--- config.mk ---
export PLATFORM = sky130hd
export DESIGN_NAME = mmio_device
export DESIGN_NICKNAME = d
export VERILOG_FILES = /design/src/rtl/io_pkg.sv /design/src/rtl/io_debounce.sv /design/src/rtl/mmio_device.sv
export SDC_FILE = /design/constraint.sdc
export NUM_CORES = 1
export LEC_CHECK = 0
export ABC_AREA = 0
export CAP_MARGIN = 20
export CORE_ASPECT_RATIO = 1.75
export CORE_MARGIN = 1
export CORE_UTILIZATION = 50
export DETAILED_ROUTE_END_ITERATION = 8
export DONT_BUFFER_PORTS = 1
export HOLD_SLACK_MARGIN = 0.08
export PLACE_DENSITY_LB_ADDON = 0.2
export SYNTH_ARGS = -nofsm -noshare
export SYNTH_HDL_FRONTEND = slang
export SYNTH_SLANG_ARGS = --single-unit
--- constraint.sdc ---
create_clock -name clk -period 3.56 [get_ports clk]
set_input_delay 1.068 -clock clk [delete_from_list [all_inputs] [get_ports clk]]
set_output_delay 1.068 -clock clk [all_outputs]
set_load 0.02 [all_outputs]
--- src/rtl/io_pkg.sv ---
// Shared memory-mapped IO definitions: register addresses, data width and read-select codes.
// The CPU IO mux imports the same addresses so both sides decode identically.
package io_pkg;

    localparam int IO_DATA_W = 16;

    localparam logic [31:0] LED_ADDR = 32'hFFFF_FC60;
    localparam logic [31:0] SW_ADDR  = 32'hFFFF_FC70;
    localparam logic [31:0] BTN_ADDR = 32'hFFFF_FC74;

    // 10 ms at 100 MHz
    localparam int unsigned DEBOUNCE_CYC_DEFAULT = 1_000_000;

    typedef enum logic [1:0] {
        RD_NONE,
        RD_SW,
        RD_BTN
    } rd_sel_e;

    function automatic logic addr_hit(input logic cs, input logic [31:0] addr,
                                      input logic [31:0] target);
        return cs && (addr == target);
    endfunction

endpackage

--- src/rtl/io_debounce.sv ---
// Two-flop synchronizer followed by a stability counter; the output only follows the
// synchronized input after it has held one value for DEBOUNCE_CYC consecutive cycles.
module io_debounce #(
    parameter int          WIDTH        = 16,
    parameter int unsigned DEBOUNCE_CYC = 1_000_000
) (
    input  logic             clk,
    input  logic             rst_n,
    input  logic [WIDTH-1:0] raw,
    output logic [WIDTH-1:0] stable
);

    localparam int               CNT_W    = $clog2(DEBOUNCE_CYC) + 1;
    localparam logic [CNT_W-1:0] CNT_LAST = CNT_W'(DEBOUNCE_CYC - 1);

    logic [WIDTH-1:0] sync_1;
    logic [WIDTH-1:0] sync_2;
    logic [WIDTH-1:0] sync_prev;
    logic [CNT_W-1:0] count;

    // sync_prev lets a new candidate value restart the count even while it still differs from stable
    always_ff @(posedge clk) begin
        if (!rst_n) begin
            sync_1    <= '0;
            sync_2    <= '0;
            sync_prev <= '0;
            stable    <= '0;
            count     <= '0;
        end else begin
            sync_1    <= raw;
            sync_2    <= sync_1;
            sync_prev <= sync_2;
            if (sync_2 == stable) begin
                count <= '0;
            end else if (sync_2 != sync_prev) begin
                count <= CNT_W'(1);
            end else if (count >= CNT_LAST) begin
                stable <= sync_2;
                count  <= '0;
            end else begin
                count <= count + CNT_W'(1);
            end
        end
    end

endmodule

--- src/rtl/mmio_device.sv ---
// Peripheral side of the CPU memory-mapped IO path: LED register, debounced switches,
// and a sticky button-press flag that is cleared by reading it.
module mmio_device
    import io_pkg::*;
#(
    parameter int unsigned DEBOUNCE_CYC = DEBOUNCE_CYC_DEFAULT
) (
    input  logic                 clk,
    input  logic                 rst_n,
    input  logic                 led_cs,
    input  logic                 sw_cs,
    input  logic [31:0]          addr,
    input  logic [31:0]          wdata,
    output logic [IO_DATA_W-1:0] rdata,
    input  logic [IO_DATA_W-1:0] switch_raw,
    input  logic                 btn_raw,
    output logic [IO_DATA_W-1:0] led_out
);

    logic [IO_DATA_W-1:0] sw_stable;
    logic                 btn_stable;
    logic                 btn_prev;
    logic                 btn_flag;
    logic                 btn_clear;
    rd_sel_e              rd_sel;
    logic                 unused_wdata_hi;

    assign unused_wdata_hi = ^wdata[31:16];

    io_debounce #(.WIDTH(IO_DATA_W), .DEBOUNCE_CYC(DEBOUNCE_CYC)) u_sw_debounce (
        .clk    (clk),
        .rst_n  (rst_n),
        .raw    (switch_raw),
        .stable (sw_stable)
    );

    io_debounce #(.WIDTH(1), .DEBOUNCE_CYC(DEBOUNCE_CYC)) u_btn_debounce (
        .clk    (clk),
        .rst_n  (rst_n),
        .raw    (btn_raw),
        .stable (btn_stable)
    );

    assign btn_clear = addr_hit(sw_cs, addr, BTN_ADDR);

    // A press arriving in the same cycle as a clearing read takes priority so it is never lost
    always_ff @(posedge clk) begin
        if (!rst_n) begin
            led_out  <= '0;
            btn_prev <= 1'b0;
            btn_flag <= 1'b0;
        end else begin
            if (addr_hit(led_cs, addr, LED_ADDR)) begin
                led_out <= wdata[IO_DATA_W-1:0];
            end
            btn_prev <= btn_stable;
            if (btn_stable && !btn_prev) begin
                btn_flag <= 1'b1;
            end else if (btn_clear) begin
                btn_flag <= 1'b0;
            end
        end
    end

    always_comb begin
        rd_sel = RD_NONE;
        if (addr_hit(sw_cs, addr, SW_ADDR)) begin
            rd_sel = RD_SW;
        end else if (btn_clear) begin
            rd_sel = RD_BTN;
        end
    end

    always_comb begin
        rdata = '0;
        case (rd_sel)
            RD_SW:   rdata = sw_stable;
            RD_BTN:  rdata = {{(IO_DATA_W-1){1'b0}}, btn_flag};
            default: rdata = '0;
        endcase
    end

endmodule

# Yosys cells after proc, flatten, opt, wreduce, memory -nomap -nowiden
# Cells that the tools add are included.
[totals]
inputBits = 85
output_inout_bits = 32
word_cells = 54
regBits = 128
[classes]
reduce_logical = 12
eq_ne = 9
bitwise_logic = 5
addsub = 2
magnitude_cmp = 2
muxes = 9
[op_table]
columns = ["cell", "count"]
rows = [
  ["$eq 32x32->1 const B", 3],
  ["$add 21x1->21 const B", 2],
  ["$ge 21x20->1 const B", 2],
  ["$pmux 16 s2", 1],
  ["$eq 16x16->1", 1],
  ["$ne 16x16->1", 1],
  ["$reduce_or 4->1", 2],
  ["$mux 1", 6],
  ["$reduce_and 3->1", 2],
  ["$not 1->1", 5],
  ["$logic_and 1x1->1", 4],
  ["$mux 2", 2],
  ["$reduce_or 2->1", 2],
  ["$eq 2x1->1 const B", 1],
  ["$eq 2x2->1 const B", 1],
  ["$reduce_bool 2->1", 1],
  ["$eq 1x1->1", 1],
  ["$logic_not 1->1", 1],
  ["$ne 1x1->1", 1],
]

# Longest topological paths before layout
[depth]
depth_word = 6
ltp_mapped = 8
mapped_depth_nobuf = 6

# Modules after synthesis
# Synthesis repeated with hierarchy kept, for this count alone.
[hier_totals]
hier_cells = 555
hier_area_um2 = 5373.9
[modules_own_cells]
columns = ["mod", "n_inst", "cells_per_inst", "area_each_um2", "seq_area_each_um2"]
rows = [
  ["io_debounce at u_sw_debounce", 1, 321, 3256.9, 1701.6],
  ["io_debounce at u_btn_debounce", 1, 124, 1143.6, 500.5],
  ["mmio_device", 1, 110, 973.4, 360.3],
]

# Worst setup path before layout
# Ideal clock, no wire load.
[synth_timing]
path_kind = "input to output"
start = "input port addr[0]"
end = "output port rdata[10]"
t_required_ns = 2.492
t_arrival_ns = 2.734
slack_ns = -0.242
path_buffers = 1
path_stages = 6
path_cell_list = "or4b_1 nor4_1 nand2_1 nor3_2 clkbuf_1 and2_1"
[synth_via]
elab_chain_cells = 6
elab_cells_between_ends = 9
classes_between = "eq/ne (4); mux (3); reduce/logical (2)"
[synth_rtl]
columns = ["item", "line", "rtl"]
rows = [
  ["start: declaration", "mmio_device.sv:12", "input logic [31:0] addr,"],
  ["$eq 32x32->1", "io_pkg.sv:22", "return cs && (addr == target);"],
  ["$logic_and 1x1->1", "io_pkg.sv:22", ""],
  ["$mux 2", "mmio_device.sv:69", "end else if (btn_clear) begin"],
  ["$mux 2 (*)", "mmio_device.sv:67", "if (addr_hit(sw_cs, addr, SW_ADDR)) begin"],
  ["$eq 2x2->1 / $eq 2x1->1 (equally long branches)", "mmio_device.sv:76", "case (rd_sel)"],
  ["$pmux 16 s2 (*)", "mmio_device.sv:76", ""],
  ["end: declaration", "mmio_device.sv:14", "output logic [IO_DATA_W-1:0] rdata,"],
]
# Mark *: on every way between the ends. The rest lies on a longest branch, timed or not.

# Worst setup path after layout
[layout_timing]
start = "input port addr[0]"
end = "output port rdata[14]"
# Same word-level chain as after synthesis.

==> flow_summary_export.csv <==
group,metric,value,unit
power_and_ir_drop,internal_power,2.42,mW
cells_and_area,utilization,59.3,%
placement,pre_cts_ws,-0.167,ns
sta,slew_headroom,44.0,%
placement,portBuffers,0,
floorplanning,core-area,10300,sq um
sta,fin_crit_sh,101,%
sta,fmax,279,MHz
detailed_routing,drt_iter0_markers,164,
yosys,syn_inst,545,
grt,grt_max_degree,94,
worst_setup_path,endpoint_kind,"primary output",
cts,cts_hold_buffers,0,
cts,cts_num_sinks,128,
run,cap_viol_max_count,0,
floorplanning,die_y,138,um
detailed_routing,num_vias,3658,
yosys,synth-edff-count,0,
detailed_routing,firstDrtPassIters,4,
power_and_ir_drop,switchingPower,0.749,mW
sta,max_slew.worst_pin.slew,0.840,ns
yosys,synth-seq-area-share,48.2,%
detailed_routing,wl,10.0,mm
cells_and_area,areaGrowthSynthToFinish,14.7,%
worst_setup_path,r2r_setup_slack,1.14,ns
run_status,status,"finished with violations",
grt,grt_antenna_before_repair,1,
yosys,syn-cell-area,5320,sq um
sta,setup_ws,-0.0204,ns
yosys,ys_async_sr_fraction,0,%
sta,rsz0062_at_grt,"yes",
power_and_ir_drop,p_leak,2.41,nW
power_and_ir_drop,powerDensity,519,nW/um^2
floorplanning,die_w,80.0,um
grt,gr-total-overflow,0,
yosys,synth_cell_types,45,
cells_and_area,final_nets,640,
placement,gp_congestion,0.777,
cells_and_area,final_cell_count_no_fill,694,
power_and_ir_drop,seq_power_share,46.6,%
yosys,synth_top_area_cell,"dfxtp_1",
run_status,violations,"setup timing",
worst_setup_path,cp-start-kind,"input port",
worst_setup_path,cp-endpoint,"rdata[14]",
worst_setup_path,required,2.49,ns
cts,cts-buffers-inserted,17,
yosys,ys_seq_elements,128,
detailed_routing,wl_per_cell,14.5,um
floorplanning,placementRows,49,
yosys,ys.flop_type,"dfxtp_1",
power_and_ir_drop,ir_drop,0.000371,V
placement,dp_cells,657,
worst_setup_path,rr_startpoint,"u_sw_debounce.count[0]$_SDFF_PP0_",
power_and_ir_drop,p_sw_share,23.6,%
floorplanning,die_area,11100,sq um
cts,clock_latency,0.41,ns
grt,grt_first_pass_wirelength,16.4,mm
sta,setup_violations,7,
yosys,yosys_warnings,0,
cells_and_area,final_common_cell,"dfxtp_1",
placement,placed_area,5460,sq um
placement,dp_hpwl,7.08,mm
worst_setup_path,startpoint,"addr[0]",
power_and_ir_drop,p_comb_share,2.4,%
sta,skew,0.00702,ns
worst_setup_path,r2r-end,"u_sw_debounce.count[6]$_SDFF_PP0_",
worst_setup_path,critical_path_class,"in2out",
yosys,avgSynthCellArea,9.76,sq um
sta,slew_violations,0,
floorplanning,start_util,51.7,%
detailed_routing,drc,0,
cts,cts_tree,"done",
worst_setup_path,critPathMaxFanout,7,
sta,period_minus_slack,3.58,ns
sta,setup_tns,-0.128,ns
min_path,hp-class,"reg2reg",
worst_setup_path,rr_worst_depth,6,
power_and_ir_drop,clkPwrFrac,50.9,%
cts,cts_max_path_buffers,2,
cells_and_area,post-route-cell-area,6100,sq um
cts,root_buffer,"clkbuf_16",
grt,grt_pass1_vias,3692,
detailed_routing,viasPerCell,5.27,
cells_and_area,mostFrequentLayoutCells,"128 x dfxtp_1, 43 x nand2_1, 39 x and2_1",
detailed_routing,ant_nets,0,
yosys,synth.top_cell.area_share,48.2,%
grt,grt_usage,19.2,%
cells_and_area,drive_above_1_share,15.2,%
yosys,synth_area_leaders,"dfxtp_1 48%, and2_1 6.3%, mux2i_1 6.2%, xnor2_1 5.9%, xor2_1 4.9%",
cts,htree_num_levels,4,
cts,path_clk_slew,0.06,ns
worst_setup_path,worstPathArrival,2.51,ns
sta,hold_viol_final,0,
floorplanning,pin_count,117,
==> cell type report <==
cell class	count	area [sq um]
Clock inverter	15	139
Sequential cell	128	2560
Multi-Input combinational cell	376	2650
Inverter	22	82.6
Fill cell	899	4200
Clock buffer	17	425
Tap cell	127	159
Timing Repair Buffer	8	87.6
Antenna cell	1	2.50
==> worst min-delay path by stage <==
stage	startpoint	to	slack (ns)	cells past startpoint
2_1_floorplan	u_btn_debounce.sync_1$_SDFF_PN0_	u_btn_debounce.sync_2$_SDFF_PN0_	0.41	1
3_3_place_gp	u_sw_debounce.sync_1[14]$_SDFF_PN0_	u_sw_debounce.sync_2[14]$_SDFF_PN0_	0.42	1
3_5_place_dp	u_sw_debounce.sync_1[6]$_SDFF_PN0_	u_sw_debounce.sync_2[6]$_SDFF_PN0_	0.42	1
4_1_cts	u_sw_debounce.sync_1[6]$_SDFF_PN0_	u_sw_debounce.sync_2[6]$_SDFF_PN0_	0.43	1
5_1_grt	u_sw_debounce.sync_1[13]$_SDFF_PN0_	u_sw_debounce.sync_2[13]$_SDFF_PN0_	0.44	1
6_report	u_sw_debounce.sync_1[13]$_SDFF_PN0_	u_sw_debounce.sync_2[13]$_SDFF_PN0_	0.43	1
==> Yosys cell counts (2+ instances only) <==
library cell and n:
dfxtp_1 128, and2_1 54, nand2_1 44, xnor2_1 36
mux2i_1 33, xor2_1 30, inv_1 22, nand3_1 22
nor2_1 21, nand4_1 17, nor2b_1 17, nor3_1 17
clkbuf_1 12, nor3_2 11, nor4_1 11, nor2_2 10
and3_1 9, nand2b_1 8, and4_1 5, nand4b_1 4
buf_2 3, buf_6 3, or3_1 3, a211oi_1 2
ha_1 2, o21ai_0 2
==> metrics by stage <==
stage / hold slack [ns] / power (mW)
global placement: 0.422 / 1.58
floorplan: 0.412 / 1.58
global route: 0.440 / 3.28
finish: 0.432 / 3.17
detailed placement: 0.419 / 1.59
CTS: 0.429 / 3.21
==> power by group through the flow <==
| stage | Clock (mW) | Combinational, mW | Sequential, mW |
|---|---|---|---|
| after CTS | 1.65 | 0.0779 | 1.48 |
| after floorplan | 0 | 0.0755 | 1.50 |
| after detailed placement | 0 | 0.0761 | 1.51 |
| after global placement | 0 | 0.0744 | 1.51 |
| final | 1.62 | 0.0768 | 1.48 |
| after global routing | 1.71 | 0.0843 | 1.48 |
==> timing repair <==
item / CTS / global route
resized for setup: 16 / 2
gates cloned: 1 / 0
setup buffers: 3 / 1
hold endpoints to repair: 0 / 0
setup endpoints to repair: 16 / 16
pin swaps: 1 / 0
==> flip-flops by register name, indices dropped and copies added, names as in the netlist <==
signal,cells
u_btn_debounce.count,21
u_sw_debounce.count,21
led_out,16
u_sw_debounce.stable,16
u_sw_debounce.sync_1,16
u_sw_debounce.sync_2,16
u_sw_debounce.sync_prev,16
btn_flag,1
btn_prev,1
u_btn_debounce.stable,1
u_btn_debounce.sync_1,1
u_btn_debounce.sync_2,1
u_btn_debounce.sync_prev,1
==> worst max-delay path: stages <==
cell and delay (ns):
or4b_4 0.53, nor4_4 0.17, nand2_2 0.12, nor3_4 0.18, buf_6 0.15, buf_16 0.12, and2_4 0.17
==> metal layers <==
metal	share of wire, %	up-vias	wire (um)	GRT usage, %
met5	0	-	0	0
met4	2.8	0	279	9.40
met3	3.1	22	311	5.35
met2	54	69	5440	35.0
met1	40	1722	4010	19.4
li1	-	1845	-	-
==> logic make-up (layout without fill, tap and decap cells) <==
family	Yosys count	count (layout)	synth area share, %
XOR/XNOR	66	66	10.9
multiplexers	33	33	6.21
adder cells (fa/ha/maj)	2	2	0.470
AO/OA/AOI/OAI	15	15	2.56
other	1	3	0.0705
buffers and inverters	42	62	3.53
flip-flops	128	128	48.2
AND/OR/NAND/NOR	258	258	28.1
Note: power is estimated with default switching activity, not from simulation.
